**src/rtl/nn_pkg.sv**
```systemverilog
// Shared widths, address width and FSM state encoding for the neuron datapath.
package nn_pkg;

  localparam int unsigned DefWidth    = 8;
  localparam int unsigned DefActWidth = 8;
  localparam int unsigned DefAccWidth = 32;
  localparam int unsigned DefOutWidth = 8;
  localparam int unsigned AddrWidth   = 16;

  localparam logic [1:0] StIdle   = 2'd0;
  localparam logic [1:0] StRun    = 2'd1;
  localparam logic [1:0] StDrain  = 2'd2;
  localparam logic [1:0] StFinish = 2'd3;

endpackage

```
**src/rtl/post_act.sv**
```systemverilog
// Output stage of a neuron: bias add, ReLU, right shift and unsigned saturation.
module post_act #(
  parameter int unsigned ACC_WIDTH = 32,
  parameter int unsigned SHIFT     = 0,
  parameter int unsigned OUT_WIDTH = 8
) (
  input  logic [ACC_WIDTH-1:0] acc,
  input  logic [ACC_WIDTH-1:0] bias,
  output logic [OUT_WIDTH-1:0] res
);

  localparam logic [ACC_WIDTH-1:0] MaxVal = (ACC_WIDTH'(1) << OUT_WIDTH) - ACC_WIDTH'(1);

  logic [ACC_WIDTH-1:0] sum;
  logic [ACC_WIDTH-1:0] shifted;

  assign sum = acc + bias;

  always_comb begin
    res     = '0;
    shifted = sum >> SHIFT;
    // Negative sums clamp to zero; shifting only ever sees non-negative values.
    if (!sum[ACC_WIDTH-1]) begin
      if (shifted > MaxVal) begin
        res = '1;
      end else begin
        res = shifted[OUT_WIDTH-1:0];
      end
    end
  end

endmodule

```
**src/rtl/neuron_mac.sv**
```systemverilog
// Sequencing MAC for one neuron: sweeps the weight/activation address space,
// accumulates signed products and registers the post-processed activation.
module neuron_mac
  import nn_pkg::*;
#(
  parameter int unsigned WIDTH     = DefWidth,
  parameter int unsigned ACT_WIDTH = DefActWidth,
  parameter int unsigned N_INPUTS  = 784,
  parameter int unsigned ACC_WIDTH = DefAccWidth,
  parameter int unsigned SHIFT     = 0,
  parameter int unsigned OUT_WIDTH = DefOutWidth
) (
  input  logic                        clk,
  input  logic                        rst,
  input  logic                        start,
  input  logic signed [ACC_WIDTH-1:0] bias,
  output logic [AddrWidth-1:0]        addr_rd,
  input  logic signed [WIDTH-1:0]     weight_in,
  input  logic [ACT_WIDTH-1:0]        act_in,
  output logic                        busy,
  output logic [OUT_WIDTH-1:0]        result,
  output logic                        result_valid
);

  localparam int unsigned          ProdWidth = WIDTH + ACT_WIDTH + 1;
  localparam logic [AddrWidth-1:0] LastAddr  = AddrWidth'(N_INPUTS - 1);

  logic [1:0]                  state_q, state_d;
  logic [AddrWidth-1:0]        addr_q, addr_d;
  logic                        dv_q, dv_d;
  logic signed [ACC_WIDTH-1:0] acc_q, acc_d;
  logic signed [ACC_WIDTH-1:0] bias_q, bias_d;
  logic [OUT_WIDTH-1:0]        result_q, result_d;
  logic                        valid_q, valid_d;

  logic signed [ProdWidth-1:0] w_ext, a_ext, prod;
  logic signed [ACC_WIDTH-1:0] prod_ext;
  logic [OUT_WIDTH-1:0]        post_res;

  // Activation is zero-extended so the multiply stays signed without losing its MSB.
  assign w_ext    = ProdWidth'(weight_in);
  assign a_ext    = ProdWidth'({1'b0, act_in});
  assign prod     = w_ext * a_ext;
  assign prod_ext = ACC_WIDTH'(prod);

  post_act #(
    .ACC_WIDTH(ACC_WIDTH),
    .SHIFT    (SHIFT),
    .OUT_WIDTH(OUT_WIDTH)
  ) u_post_act (
    .acc (acc_q),
    .bias(bias_q),
    .res (post_res)
  );

  always_comb begin
    state_d = state_q;
    addr_d  = addr_q;
    acc_d   = acc_q;
    bias_d  = bias_q;
    if (dv_q) begin
      acc_d = acc_q + prod_ext;
    end
    case (state_q)
      StIdle: begin
        if (start) begin
          state_d = StRun;
          addr_d  = '0;
          acc_d   = '0;
          bias_d  = bias;
        end
      end
      StRun: begin
        if (addr_q == LastAddr) begin
          state_d = StDrain;
          addr_d  = '0;
        end else begin
          addr_d = addr_q + AddrWidth'(1);
        end
      end
      StDrain:  state_d = StFinish;
      StFinish: state_d = StIdle;
      default:  state_d = StIdle;
    endcase
  end

  // Data returns one cycle after its address, so dv trails the RUN state by one edge.
  assign dv_d     = (state_q == StRun);
  assign valid_d  = (state_q == StFinish);
  assign result_d = valid_d ? post_res : result_q;

  always_ff @(posedge clk or posedge rst) begin
    if (rst) begin
      state_q  <= StIdle;
      addr_q   <= '0;
      dv_q     <= 1'b0;
      acc_q    <= '0;
      bias_q   <= '0;
      result_q <= '0;
      valid_q  <= 1'b0;
    end else begin
      state_q  <= state_d;
      addr_q   <= addr_d;
      dv_q     <= dv_d;
      acc_q    <= acc_d;
      bias_q   <= bias_d;
      result_q <= result_d;
      valid_q  <= valid_d;
    end
  end

  assign addr_rd      = addr_q;
  assign busy         = (state_q != StIdle);
  assign result       = result_q;
  assign result_valid = valid_q;

endmodule
```
**config.mk**
```make
export PLATFORM = sky130hd
export DESIGN_NAME = neuron_mac
export DESIGN_NICKNAME = d
export VERILOG_FILES = /design/src/rtl/nn_pkg.sv /design/src/rtl/post_act.sv /design/src/rtl/neuron_mac.sv
export SDC_FILE = /design/constraint.sdc
export NUM_CORES = 1
export LEC_CHECK = 0
export BUFFER_PORTS_ARGS = -buffer_cell sky130_fd_sc_hd__buf_4
export CAP_MARGIN = 20
export CORE_UTILIZATION = 50
export CTS_BUF_LIST = sky130_fd_sc_hd__clkbuf_8
export DETAILED_ROUTE_END_ITERATION = 8
export GPL_TIMING_DRIVEN = 0
export HOLD_SLACK_MARGIN = 0.15
export PLACE_DENSITY = 0.68
export RECOVER_POWER = 50
export REMOVE_ABC_BUFFERS = 1
export SETUP_SLACK_MARGIN = 0.1
export SYNTH_ARGS = -nofsm -noshare
export SYNTH_HDL_FRONTEND = slang
export SYNTH_SLANG_ARGS = --single-unit
```
**constraint.sdc**
```tcl
create_clock -name clk -period 5.56 [get_ports clk]
set_input_delay 0.278 -clock clk [delete_from_list [all_inputs] [get_ports clk]]
set_output_delay 0.278 -clock clk [all_outputs]
set_load 0.05 [all_outputs]
```
==> summary.txt <==
Final layout
  – Nets: approximately 1500
  – Post-Layout Inst Area: between 0.01 and 0.015 mm²
  – Share of layout cells above drive strength 1: under 10%
  – Layout fillers: around 1700
  – ANT cells: 0
  – Layout area overhead: 13.5%
  – Fin cells: about 1500
  – Storage cell area: between 0.002 and 0.0025 mm²
  – Area of the multi-input gates: roughly 0.007 mm²

Detailed routing
  – Drt wl/cell: roughly 15 µm
  – Vias/cell: about 5.5
  – ANT nets after route: 0
  – Initial DRC count: roughly 450
  – Routed WL: between 20 and 25 mm
  – DRC viols: 0
  – 1st-pass router iterations: 5
  – Vias: 8081

Logic synthesis
  – Post-synth ARST share: between 90% and 100%
  – Area leader, netlist: dfrtp_1
  – Synth Instances: around 1100
  – Count leader, synth: nand2_1
  – Synth cell count leaders: 174 x nand2_1, 144 x ha_1, 92 x dfrtp_1
  – Synth cell types: 71
  – Seq cells post-synth: 92
  – Syn avg cell area: between 8 and 9 µm²
  – Synth Flop Type: dfrtp_1
  – Post-synth EDFFs: 0
  – Register area share after synthesis: a little under a quarter
  – Yosys top cell area share: a little under a quarter
  – Syn. warnings: 0
  – Most area-consuming cells after synthesis: dfrtp_1 24%, ha_1 18%, fa_1 11%
  – Synth Cell Area: ~0.01 mm²

Place
  – Placed cells: 1425
  – Placer Congestion: around 0.85
  – DP Wirelength: about 18 mm
  – Area after DPL: ~0.011 mm²
  – IO buf count: 76

Timing
  – Max-slew violations: between 90 and 100
  – Worst Tran Pin Value: about 2.6 ns
  – Rel. slew slack: -72.2%
  – Post-route minimum period: 5.27 ns
  – Final setup viols: 0
  – Final period utilization: ~95%
  – Max Clock Skew: around 0.012 ns
  – Fmax achieved: 0.190 GHz
  – RSZ-0062 raised after global routing: true
  – Final hold slack: between 0.3 and 0.4 ns
  – Final hold vios: 0

Clock network
  – Clk sinks: just over 90
  – CTS tree: built
  – Worst skew pair latency: between 0.3 and 0.4 ns
  – Num CTS Buffers: 9
  – Clock-pin slew on the worst setup and hold paths: approximately 0.10 ns
  – Root buffer cell: clkbuf_8
  – H-tree depth: 3
  – Clock tree buffer depth: 2

Floorplan
  – Die Ht: about 140 µm
  – Initial Util: between 50% and 60%
  – # rows: 50
  – Die area: about 0.02 mm²
  – Die W: ~140 µm
  – I/O pins: 77
  – CORE AREA: 0.0189 mm²

Worst setup path
  – Worst Path Required: slightly below 6 ns
  – Reg2Reg Setup Slack: around 0.31 ns
  – R2R Path Start: acc_q[6]
  – Cell Chain, Critical Path: buf_6 -> clkinvlp_4 -> buf_4 -> fa_1 -> inv_1 -> fa_1 -> fa_1 -> fa_1 -> fa_1 -> ha_1 -> a21o_1 -> a21oi_2 -> a221oi_2 -> o2111ai_2 -> a21oi_1 -> o21a_1 -> o211ai_1 -> xnor2_1 -> nor2_1
  – Critical path's top delay family: adder cells
  – Crit-path slowest cell: fa_1
  – CP max stage delay: approximately 0.58 ns
  – WP data arrival: approximately 5.6 ns
  – Reg2reg end: acc_q[31]
  – Crit Path Class: in2reg
  – CP Buf/Inv Count: 4
  – Startpoint types: input port
  – Worst Setup End Kind: flip-flop
  – Most frequent CP cell: fa_1
  – R2R depth: 19
  – Crit path max fanout: 20

Global routing
  – Initial antenna violation count: 0
  – Largest net degree at the start of global routing: between 40 and 50
  – First-pass GRT wire length: slightly below 40 mm
  – GRT Residual Overflow: 0
  – Vias in the first global route: around 8000
  – Global-route usage over all layers: around 24%

Job
  – Max Cap Viol: 2

Pwr
  – Pleak: roughly 0.0056 µW
  – Max rail drop VDD: between 0.3 and 0.4 mV
  – PD cells: approximately 620 mW/mm²

Status
  – Outcome: finished with violations
  – Violated checks: max-capacitance violations, max-slew violations

Min path
  – Hold Path Cell Cnt: 3
  – Min-delay src: start
  – WHS Endpoint: addr_rd[1]
  – Min-delay worst type: in2reg
==> cells in the final DEF (no fill, tap or decap), types with 7 or more instances in the layout <==
| master | instances |
|---|---|
| and3_1 | 7 |
| nor3_1 | 15 |
| nand4_1 | 17 |
| clkbuf_1 | 12 |
| and2_1 | 33 |
| clkbuf_8 | 9 |
| nand3_1 | 22 |
| fa_1 | 52 |
| xnor2_1 | 24 |
| mux2i_1 | 28 |
| xor2_1 | 28 |
| a211oi_1 | 7 |
| o21ai_0 | 46 |
| nand2_1 | 174 |
| inv_1 | 84 |
| dfrtp_1 | 91 |
| dlygate4sd3_1 | 33 |
| ha_1 | 144 |
| nor2b_1 | 8 |
| o211ai_1 | 9 |
| a21oi_1 | 63 |
| a21o_1 | 22 |
| nor2_1 | 90 |
| buf_4 | 65 |
==> logic make-up after synthesis <==
family                   Yosys count  share of synthesized area, %
AO/OA/AOI/OAI                    218                          14.8
XOR/XNOR                          52                          4.67
adder cells (fa/ha/maj)          196                          29.1
buffers and inverters            120                          4.76
flip-flops                        92                          23.6
multiplexers                      29                          2.99
AND/OR/NAND/NOR                  414                          20.1
==> per-stage QoR <==
step	power (µW)	setup slack, ns	setup TNS (ns)	util [%]
finish	6900	0.293	0	58.6
global route	7690	0.0436	0	58.6
CTS	6900	0.124	0	58.7
detailed placement	6410	-0.245	-1.05	56.0
global placement	6320	-0.300	-1.40	55.6
floorplan	5230	0.668	0	-
==> report_power, final <==
part / total, µW / internal [µW] / switching, µW
registers: 1230 / 951 / 277
logic: 5250 / 2130 / 3120
clock network: 423 / 161 / 262
==> final cells by class <==
cell class	instances	share of cell area (%)
clock buffers	9	1.12
clock inverters	7	0.395
inverters	85	2.93
multi-input cells	909	63.4
flip-flops and latches	92	20.8
well taps	260	2.94
repair buffers	114	8.39
==> worst max path at each step <==
stage | to | slack (ns) | from | cells after the start
final | acc_q[31] | 0.29 | weight_in[7] | 19
after global routing | acc_q[31] | 0.04 | weight_in[7] | 19
after CTS | acc_q[31] | 0.12 | acc_q[6] | 19
after detailed placement | acc_q[31] | -0.25 | weight_in[7] | 18
after global placement | acc_q[31] | -0.30 | weight_in[7] | 18
after floorplan | acc_q[31] | 0.67 | act_in[0] | 17
==> worst register-to-register path, delay by kind of cell (launching register included) <==
family	cells	cell delay [ns]
buffers and inverters	4	0.23
and+or+nand+nor	1	0.05
AOI/OAI and AO/OA	7	1.56
xor gates and xnor gates	1	0.18
adders and majority gates	6	2.74
DFF	1	0.39
==> per-layer routing <==
layer | track usage, % | up-vias | routed length, µm
met5 | 0 | - | 0
met4 | 8.32 | 0 | 443
met3 | 2.02 | 28 | 598
met2 | 40.3 | 117 | 10700
met1 | 32.7 | 3859 | 10900
li1 | - | 4077 | -
==> repair_timing <==
action,CTS,global route
setup endpoints to repair,0,10
gates resized for setup,0,10
setup buffers,0,2
endpoints found under the hold margin,76,0
hold buffers,33,0
==> sequential cells by signal, summed over array words and instances (netlist names) <==
signal and count:
result 8, acc_q 32, bias_q 32, result_valid 1, addr_rd 16, state_q 2
dv_q 1
Note: power is estimated with default switching activity, not from simulation.
